**config.mk**
```make
export PLATFORM = sky130hd
export DESIGN_NAME = data_mem_arbiter_flat
export DESIGN_NICKNAME = d
export VERILOG_FILES = /design/src/rtl/data_mem_arbiter_if.sv /design/src/rtl/data_mem_arbiter.sv /design/src/flat_wrapper.sv
export SDC_FILE = /design/constraint.sdc
export NUM_CORES = 1
export LEC_CHECK = 0
export ABC_AREA = 1
export CORE_MARGIN = 4
export CORE_UTILIZATION = 38
export CTS_BUF_LIST = sky130_fd_sc_hd__clkbuf_4
export DETAILED_ROUTE_END_ITERATION = 7
export GPL_ROUTABILITY_DRIVEN = 0
export GPL_TIMING_DRIVEN = 0
export PLACE_DENSITY = 0.8
export SLEW_MARGIN = 10
export SYNTH_ARGS = -nofsm -noshare
export SYNTH_HDL_FRONTEND = slang
export SYNTH_SLANG_ARGS = --single-unit
```
**constraint.sdc**
```tcl
create_clock -name clk -period 3.4 [get_ports clk]
set_clock_uncertainty 0.2 [all_clocks]
set_input_delay 0.85 -clock clk [delete_from_list [all_inputs] [get_ports clk]]
set_output_delay 0.85 -clock clk [all_outputs]
set_load 0.02 [all_outputs]
```
**src/rtl/data_mem_arbiter_if.sv**
```systemverilog
// Bus bundle for data_mem_arbiter: pipeline M-stage port, loader port and DataMemory port.
// The arbiter uses the slave modport; requesters and the memory model use master.
interface data_mem_arbiter_if #(
    parameter int D_WIDTH  = 32,
    parameter int AD_WIDTH = 32
);
    logic                MemReqM;
    logic                MemWriteM;
    logic                a_typeM;
    logic [AD_WIDTH-1:0] ALUResultM;
    logic [D_WIDTH-1:0]  WriteDataM;
    logic [D_WIDTH-1:0]  ReadDataM;
    logic                StallM;

    logic                ldr_req;
    logic                ldr_we;
    logic [AD_WIDTH-1:0] ldr_addr;
    logic [D_WIDTH-1:0]  ldr_wdata;
    logic                ldr_gnt;
    logic                ldr_rvalid;
    logic [D_WIDTH-1:0]  ldr_rdata;

    logic                mem_we;
    logic                mem_adtp;
    logic [AD_WIDTH-1:0] mem_addr;
    logic [D_WIDTH-1:0]  mem_wd;
    logic [D_WIDTH-1:0]  mem_rd;

    modport master (
        output MemReqM, MemWriteM, a_typeM, ALUResultM, WriteDataM,
        input  ReadDataM, StallM,
        output ldr_req, ldr_we, ldr_addr, ldr_wdata,
        input  ldr_gnt, ldr_rvalid, ldr_rdata,
        input  mem_we, mem_adtp, mem_addr, mem_wd,
        output mem_rd
    );

    modport slave (
        input  MemReqM, MemWriteM, a_typeM, ALUResultM, WriteDataM,
        output ReadDataM, StallM,
        input  ldr_req, ldr_we, ldr_addr, ldr_wdata,
        output ldr_gnt, ldr_rvalid, ldr_rdata,
        output mem_we, mem_adtp, mem_addr, mem_wd,
        input  mem_rd
    );
endinterface

```
**src/rtl/data_mem_arbiter.sv**
```systemverilog
// Pipeline/loader arbiter in front of the single-port DataMemory with a fixed-latency access FSM.
// Define ARB_STARVE_GUARD_EN to enable the loader starvation guard (forced loader grant).
module data_mem_arbiter #(
    parameter int D_WIDTH    = 32,
    parameter int AD_WIDTH   = 32,
    parameter int MEM_LAT    = 1,
    parameter int STARVE_MAX = 4
) (
    input logic               clk,
    input logic               rst,
    data_mem_arbiter_if.slave bus
);
    localparam int CNT_W = (MEM_LAT > 1) ? $clog2(MEM_LAT) : 1;
    localparam logic [CNT_W-1:0] CNT_LAST = CNT_W'(MEM_LAT - 1);

    typedef enum logic [1:0] {IDLE = 2'd0, BUSY = 2'd1, DONE = 2'd2} state_t;
    typedef enum logic {PIPE = 1'b0, LDR = 1'b1} owner_t;

    if (MEM_LAT < 1 || STARVE_MAX < 1) begin : g_bad_params
        $error("data_mem_arbiter: MEM_LAT and STARVE_MAX must be >= 1");
    end

    state_t              state_r;
    state_t              next_state_s;
    owner_t              owner_r;
    logic [CNT_W-1:0]    cnt_r;
    logic                we_r;
    logic                adtp_r;
    logic [AD_WIDTH-1:0] addr_r;
    logic [D_WIDTH-1:0]  wdata_r;
    logic [D_WIDTH-1:0]  rdata_r;
    logic                grant_s;
    logic                ldr_win_s;
    logic                guard_fire_s;

`ifdef ARB_STARVE_GUARD_EN
    localparam int STV_W = $clog2(STARVE_MAX + 1);
    localparam logic [STV_W-1:0] STV_MAX = STV_W'(STARVE_MAX);

    logic [STV_W-1:0] starve_r;

    // Saturating count of arbitrations the waiting loader has lost; cleared by any loader grant.
    always_ff @(posedge clk or posedge rst) begin
        if (rst) begin
            starve_r <= {STV_W{1'b0}};
        end else if (grant_s && ldr_win_s) begin
            starve_r <= {STV_W{1'b0}};
        end else if (grant_s && bus.ldr_req && (starve_r != STV_MAX)) begin
            starve_r <= starve_r + STV_W'(1);
        end else begin
            starve_r <= starve_r;
        end
    end

    assign guard_fire_s = (starve_r == STV_MAX);
`else
    assign guard_fire_s = 1'b0;
`endif

    // Next state and arbitration; a grant is only ever issued from IDLE.
    always_comb begin
        next_state_s = state_r;
        grant_s      = 1'b0;
        ldr_win_s    = 1'b0;
        case (state_r)
            IDLE: begin
                if (bus.MemReqM || bus.ldr_req) begin
                    grant_s      = 1'b1;
                    ldr_win_s    = bus.ldr_req && (!bus.MemReqM || guard_fire_s);
                    next_state_s = BUSY;
                end else begin
                    next_state_s = IDLE;
                end
            end
            BUSY: begin
                if (cnt_r == CNT_LAST) begin
                    next_state_s = DONE;
                end else begin
                    next_state_s = BUSY;
                end
            end
            DONE:    next_state_s = IDLE;
            default: next_state_s = IDLE;
        endcase
    end

    // State register, request latch from the winner, occupancy counter and read capture.
    always_ff @(posedge clk or posedge rst) begin
        if (rst) begin
            state_r <= IDLE;
            owner_r <= PIPE;
            cnt_r   <= {CNT_W{1'b0}};
            we_r    <= 1'b0;
            adtp_r  <= 1'b0;
            addr_r  <= {AD_WIDTH{1'b0}};
            wdata_r <= {D_WIDTH{1'b0}};
            rdata_r <= {D_WIDTH{1'b0}};
        end else begin
            state_r <= next_state_s;
            if (grant_s) begin
                cnt_r <= {CNT_W{1'b0}};
                if (ldr_win_s) begin
                    owner_r <= LDR;
                    we_r    <= bus.ldr_we;
                    adtp_r  <= 1'b0;
                    addr_r  <= bus.ldr_addr;
                    wdata_r <= bus.ldr_wdata;
                end else begin
                    owner_r <= PIPE;
                    we_r    <= bus.MemWriteM;
                    adtp_r  <= bus.a_typeM;
                    addr_r  <= bus.ALUResultM;
                    wdata_r <= bus.WriteDataM;
                end
            end else if (state_r == BUSY) begin
                cnt_r <= cnt_r + CNT_W'(1);
                if (cnt_r == CNT_LAST) begin
                    rdata_r <= bus.mem_rd;
                end else begin
                    rdata_r <= rdata_r;
                end
            end else begin
                cnt_r <= cnt_r;
            end
        end
    end

    // Memory drive only while BUSY (write strobe on the first cycle), completion only in DONE.
    always_comb begin
        bus.mem_we     = 1'b0;
        bus.mem_adtp   = 1'b0;
        bus.mem_addr   = {AD_WIDTH{1'b0}};
        bus.mem_wd     = {D_WIDTH{1'b0}};
        bus.ReadDataM  = {D_WIDTH{1'b0}};
        bus.ldr_rvalid = 1'b0;
        bus.ldr_rdata  = {D_WIDTH{1'b0}};
        bus.ldr_gnt    = grant_s && ldr_win_s && !rst;
        bus.StallM     = bus.MemReqM && !((state_r == DONE) && (owner_r == PIPE));
        if (state_r == BUSY) begin
            bus.mem_we   = we_r && (cnt_r == {CNT_W{1'b0}});
            bus.mem_adtp = adtp_r;
            bus.mem_addr = addr_r;
            bus.mem_wd   = wdata_r;
        end else if (state_r == DONE) begin
            if (owner_r == PIPE) begin
                bus.ReadDataM = rdata_r;
            end else begin
                bus.ldr_rvalid = 1'b1;
                bus.ldr_rdata  = rdata_r;
            end
        end else begin
            bus.mem_we = 1'b0;
        end
    end
endmodule

```
**src/flat_wrapper.sv**
```systemverilog
// flat-port wrapper written by rule: the top's interface ports become plain ports
module data_mem_arbiter_flat 
#(
    parameter int D_WIDTH    = 32,
    parameter int AD_WIDTH   = 32,
    parameter int MEM_LAT    = 1,
    parameter int STARVE_MAX = 4
)
  (clk, rst, bus_MemReqM, bus_MemWriteM, bus_a_typeM, bus_ALUResultM, bus_WriteDataM, bus_ReadDataM, bus_StallM, bus_ldr_req, bus_ldr_we, bus_ldr_addr, bus_ldr_wdata, bus_ldr_gnt, bus_ldr_rvalid, bus_ldr_rdata, bus_mem_we, bus_mem_adtp, bus_mem_addr, bus_mem_wd, bus_mem_rd);
  data_mem_arbiter_if #(.D_WIDTH(D_WIDTH), .AD_WIDTH(AD_WIDTH)) bus_i ();
  input logic clk;
  input logic rst;
  input wire logic [$bits(bus_i.MemReqM)-1:0] bus_MemReqM;
  input wire logic [$bits(bus_i.MemWriteM)-1:0] bus_MemWriteM;
  input wire logic [$bits(bus_i.a_typeM)-1:0] bus_a_typeM;
  input wire logic [$bits(bus_i.ALUResultM)-1:0] bus_ALUResultM;
  input wire logic [$bits(bus_i.WriteDataM)-1:0] bus_WriteDataM;
  output wire logic [$bits(bus_i.ReadDataM)-1:0] bus_ReadDataM;
  output wire logic [$bits(bus_i.StallM)-1:0] bus_StallM;
  input wire logic [$bits(bus_i.ldr_req)-1:0] bus_ldr_req;
  input wire logic [$bits(bus_i.ldr_we)-1:0] bus_ldr_we;
  input wire logic [$bits(bus_i.ldr_addr)-1:0] bus_ldr_addr;
  input wire logic [$bits(bus_i.ldr_wdata)-1:0] bus_ldr_wdata;
  output wire logic [$bits(bus_i.ldr_gnt)-1:0] bus_ldr_gnt;
  output wire logic [$bits(bus_i.ldr_rvalid)-1:0] bus_ldr_rvalid;
  output wire logic [$bits(bus_i.ldr_rdata)-1:0] bus_ldr_rdata;
  output wire logic [$bits(bus_i.mem_we)-1:0] bus_mem_we;
  output wire logic [$bits(bus_i.mem_adtp)-1:0] bus_mem_adtp;
  output wire logic [$bits(bus_i.mem_addr)-1:0] bus_mem_addr;
  output wire logic [$bits(bus_i.mem_wd)-1:0] bus_mem_wd;
  input wire logic [$bits(bus_i.mem_rd)-1:0] bus_mem_rd;
  assign bus_i.MemReqM = bus_MemReqM;
  assign bus_i.MemWriteM = bus_MemWriteM;
  assign bus_i.a_typeM = bus_a_typeM;
  assign bus_i.ALUResultM = bus_ALUResultM;
  assign bus_i.WriteDataM = bus_WriteDataM;
  assign bus_ReadDataM = bus_i.ReadDataM;
  assign bus_StallM = bus_i.StallM;
  assign bus_i.ldr_req = bus_ldr_req;
  assign bus_i.ldr_we = bus_ldr_we;
  assign bus_i.ldr_addr = bus_ldr_addr;
  assign bus_i.ldr_wdata = bus_ldr_wdata;
  assign bus_ldr_gnt = bus_i.ldr_gnt;
  assign bus_ldr_rvalid = bus_i.ldr_rvalid;
  assign bus_ldr_rdata = bus_i.ldr_rdata;
  assign bus_mem_we = bus_i.mem_we;
  assign bus_mem_adtp = bus_i.mem_adtp;
  assign bus_mem_addr = bus_i.mem_addr;
  assign bus_mem_wd = bus_i.mem_wd;
  assign bus_i.mem_rd = bus_mem_rd;
  data_mem_arbiter #(.D_WIDTH(D_WIDTH), .AD_WIDTH(AD_WIDTH), .MEM_LAT(MEM_LAT), .STARVE_MAX(STARVE_MAX)) u_core (.clk(clk), .rst(rst), .bus(bus_i));
endmodule
```
==> results_dict.tcl <==
set metrics [dict create \
    row_count 45 \
    dp.cells 1444 \
    final_cell_mix "234 x inv_1, 232 x nand2_1, 217 x clkdlybuf4s50_1" \
    first_iter_violations 326 \
    synth_fa_ha_area_share_pct 0 \
    stdcell_count 1461 \
    grt_max_degree 38 \
    layout-drive-gt1-share_pct 5.604 \
    muxShareOfSynthArea_pct 0 \
    nFillCells 1389 \
    switching_share_pct 46.56 \
    async_reset_ff_share_pct 100.0 \
    cts_setup_buffers 0 \
    seqPwrFrac_pct 31.8 \
    clkTransAtPathRegs_ns 0.16 \
    antenna_found_initial 1 \
    critPathMaxFanout 10 \
    via_per_inst 4.451 \
    critical_path_class "flip-flop to output port" \
    vias 6503 \
    cts-root-buf "clkbuf_4" \
    die_y_um 133.3 \
    maxCapViolCount 0 \
    dpl.hpwl_um 15970 \
    ys_seq_area_share_pct 42.81 \
    final_cell_area_mm2 0.009520 \
    post_synth_num_cell_types 16 \
    critPathSlowestCell "clkdlybuf4s50_1" \
    finalCritPeriodShare_pct 95.96 \
    track_usage_pct 22.93 \
    place_area_mm2 0.009263 \
    ys_seq_elements 102 \
    gr-usage-met3_pct 6.420 \
    critPathTopFamily "buffers and inverters" \
    power_leakage_nw 6.018 \
    cts_sinks 102 \
    synth_compound_area_share_pct 3.022 \
    clk_path_buf_depth 2 \
    cts_buffers 9 \
    syn_nets 1099 \
    overflow 0 \
    insertion_delay_ns 0.48 \
    grt_pass1_wl_um 32980 \
    timing.reg2reg.setup_slack_ns 1.47 \
    r2r_cells 6 \
    synth_top_family_by_area "simple AND/OR/NAND/NOR gates" \
    path_buf_inv 2 \
    netlist_instances 932 \
    tns_ns 0 \
    fmax_mhz 306.5 \
    tritoncts "built" \
    ant_nets 0 \
    hold_path.class "flip-flop to flip-flop" \
    io_pins 300 \
    p_int_mw 3.478 \
    critical_path_arrival_ns 2.21 \
    wl_per_cell_um 13.95 \
    synth-xor-area-share_pct 0 \
    core_area_mm2 0.01526 \
    die_area_mm2 0.01776 \
    routed_wl_um 20380 \
    path_cells "nor2_1, nand2_2, clkbuf_2, nor2_1, clkdlybuf4s50_1" \
    violations "DRC" \
    route.detailed.drc 2 \
    syn_avg_cell_area_um2 6.397 \
    hold_depth 2 \
    r2r-end "u_core.addr_r[15]" \
    syn_to_final_growth_pct 59.69 \
    max_stage_delay_ns 0.62 \
    cp.required_ns 2.35 \
    timing.rr.start "u_core.state_r[0]" \
    p_clk_share_pct 10.0 \
    groute.layer.met2.usage_pct 38.77 \
    holdCritStartpoint "u_core.addr_r[12]" \
    cpMostUsedCell "nor2_1" \
    grt.busiest_layer "met2" \
    grtUsageMet1_pct 28.62 \
    layout_min_cycle_time_ns 3.263 \
    synth_edf_count 0 \
    p_per_area_mw_per_mm2 683.6 \
    grt_pass1_vias 6460 \
    timing.final.hold_violations 0 \
    final_common_cell "inv_1" \
    holdWs_ns 0.2977 \
    synth_flop_cell "dfrtp_1" \
    htree_levels 3 \
    finish.utilization_pct 62.39 \
    hold_end "u_core.addr_r[12]" \
    ys_warn_count 0 \
    status "finished, violations left" \
    layout.nets 1411 \
    portBuffers 299 \
    die_w_um 133.3 \
    slew_headroom_pct 51.27 \
    synth-simple-area-share_pct 34.54 \
    finalSetupViolations 0 \
    comb_power_share_pct 58.3 \
    worst_slew_pin_slew_ns 0.7294 \
    drv_slew 0 \
    drtPass1Iterations 8 \
    ir_drop_mv 0.2691 \
    initial_core_util_pct 39.07 \
    worstSetupStartpointType "flip-flop" \
    p_switching_mw 3.031 \
    syn_area_mm2 0.005962 \
    worstSetupEndpointType "output port" \
]
logic make-up after synthesis:
family	count (synthesis)
simple gates	502
flops	102
compound gates	36
buf+inv	292
final cells by class:
| type | instances | area, µm² | area share [%] |
|---|---|---|---|
| diodes | 1 | 2.502 | 0.02628 |
| plain buffers | 55 | 309.0 | 3.246 |
| clock buffers | 10 | 75.07 | 0.7885 |
| clock inverters | 6 | 62.56 | 0.6571 |
| inverters | 237 | 893.4 | 9.384 |
| multi-input cells | 538 | 2247 | 23.60 |
| flip-flops and latches | 102 | 2552 | 26.81 |
| well taps | 211 | 264.0 | 2.773 |
| repair buffers | 301 | 3114 | 32.71 |
what timing repair did:
action	4_1_cts	5_1_grt
hold endpoints to repair	0	0
hold buffers	0	0
endpoints found under the setup margin	72	90
resized for setup	48	67
registers in the layout, indices dropped and copies added, names as in the netlist:
| register | flops |
|---|---|
| u_core.addr_r | 32 |
| u_core.wdata_r | 32 |
| u_core.we_r | 1 |
| u_core.adtp_r | 1 |
| u_core.rdata_r | 32 |
| u_core.owner_r | 1 |
| u_core.state_r | 2 |
| u_core.cnt_r | 1 |
worst reg2reg max path, delay by kind of cell (launching register included):
| family | cells | cell delay [ns] |
|---|---|---|
| buffers and inverters | 2 | 0.61 |
| AND/OR/NAND/NOR | 4 | 0.59 |
| flip-flops | 1 | 0.45 |
synthesized netlist by cell type, types with 2 or more instances:
cell      number  area [µm²]
inv_1        235       882.1
buf_6          4       45.04
buf_4          3       22.52
clkbuf_1      20       75.07
buf_1          2       7.510
nand2_1      234       878.3
dfrtp_1      102        2552
o21ai_0       34       170.2
nor2_1       134       503.0
inv_2          2       7.510
buf_2         26       130.1
nand3_1      132       660.6
stage by stage:
stage	power [mW]	setup slack (ns)
3_3_place_gp	5.890	-0.6507
2_1_floorplan	4.344	0.6343
4_1_cts	6.579	0.002650
5_1_grt	7.108	-0.04732
6_report	6.508	0.1374
3_5_place_dp	5.985	-0.6596
power groups by stage:
stage / clock (mW) / combinational (mW) / sequential (mW)
after detailed placement: 0 / 3.89 / 2.09
after floorplan: 0 / 2.32 / 2.03
final: 0.648 / 3.79 / 2.07
after global routing: 0.719 / 4.26 / 2.13
after global placement: 0 / 3.82 / 2.07
after CTS: 0.668 / 3.85 / 2.07
worst max-delay path by stage:
stage                           start           endpoint  slack [ns]  depth (start not counted)
finish              u_core.state_r[0]   bus_ldr_rdata[6]        0.14                          5
global route        u_core.state_r[0]  bus_ldr_rdata[20]       -0.05                          5
CTS                 u_core.state_r[0]  bus_ReadDataM[30]       0.003                          5
detailed placement        bus_MemReqM        bus_ldr_gnt       -0.66                          7
global placement          bus_MemReqM        bus_ldr_gnt       -0.65                          7
floorplan                 bus_ldr_req        bus_ldr_gnt        0.63                          6
per-layer routing:
metal / share of wire, % / vias to the layer above
met1: 41 / 2928
met2: 49 / 222
li1: - / 3315
met5: 0 / -
met4: 2.7 / 0
met3: 6.7 / 38
Power figures use the tool's default switching activity.
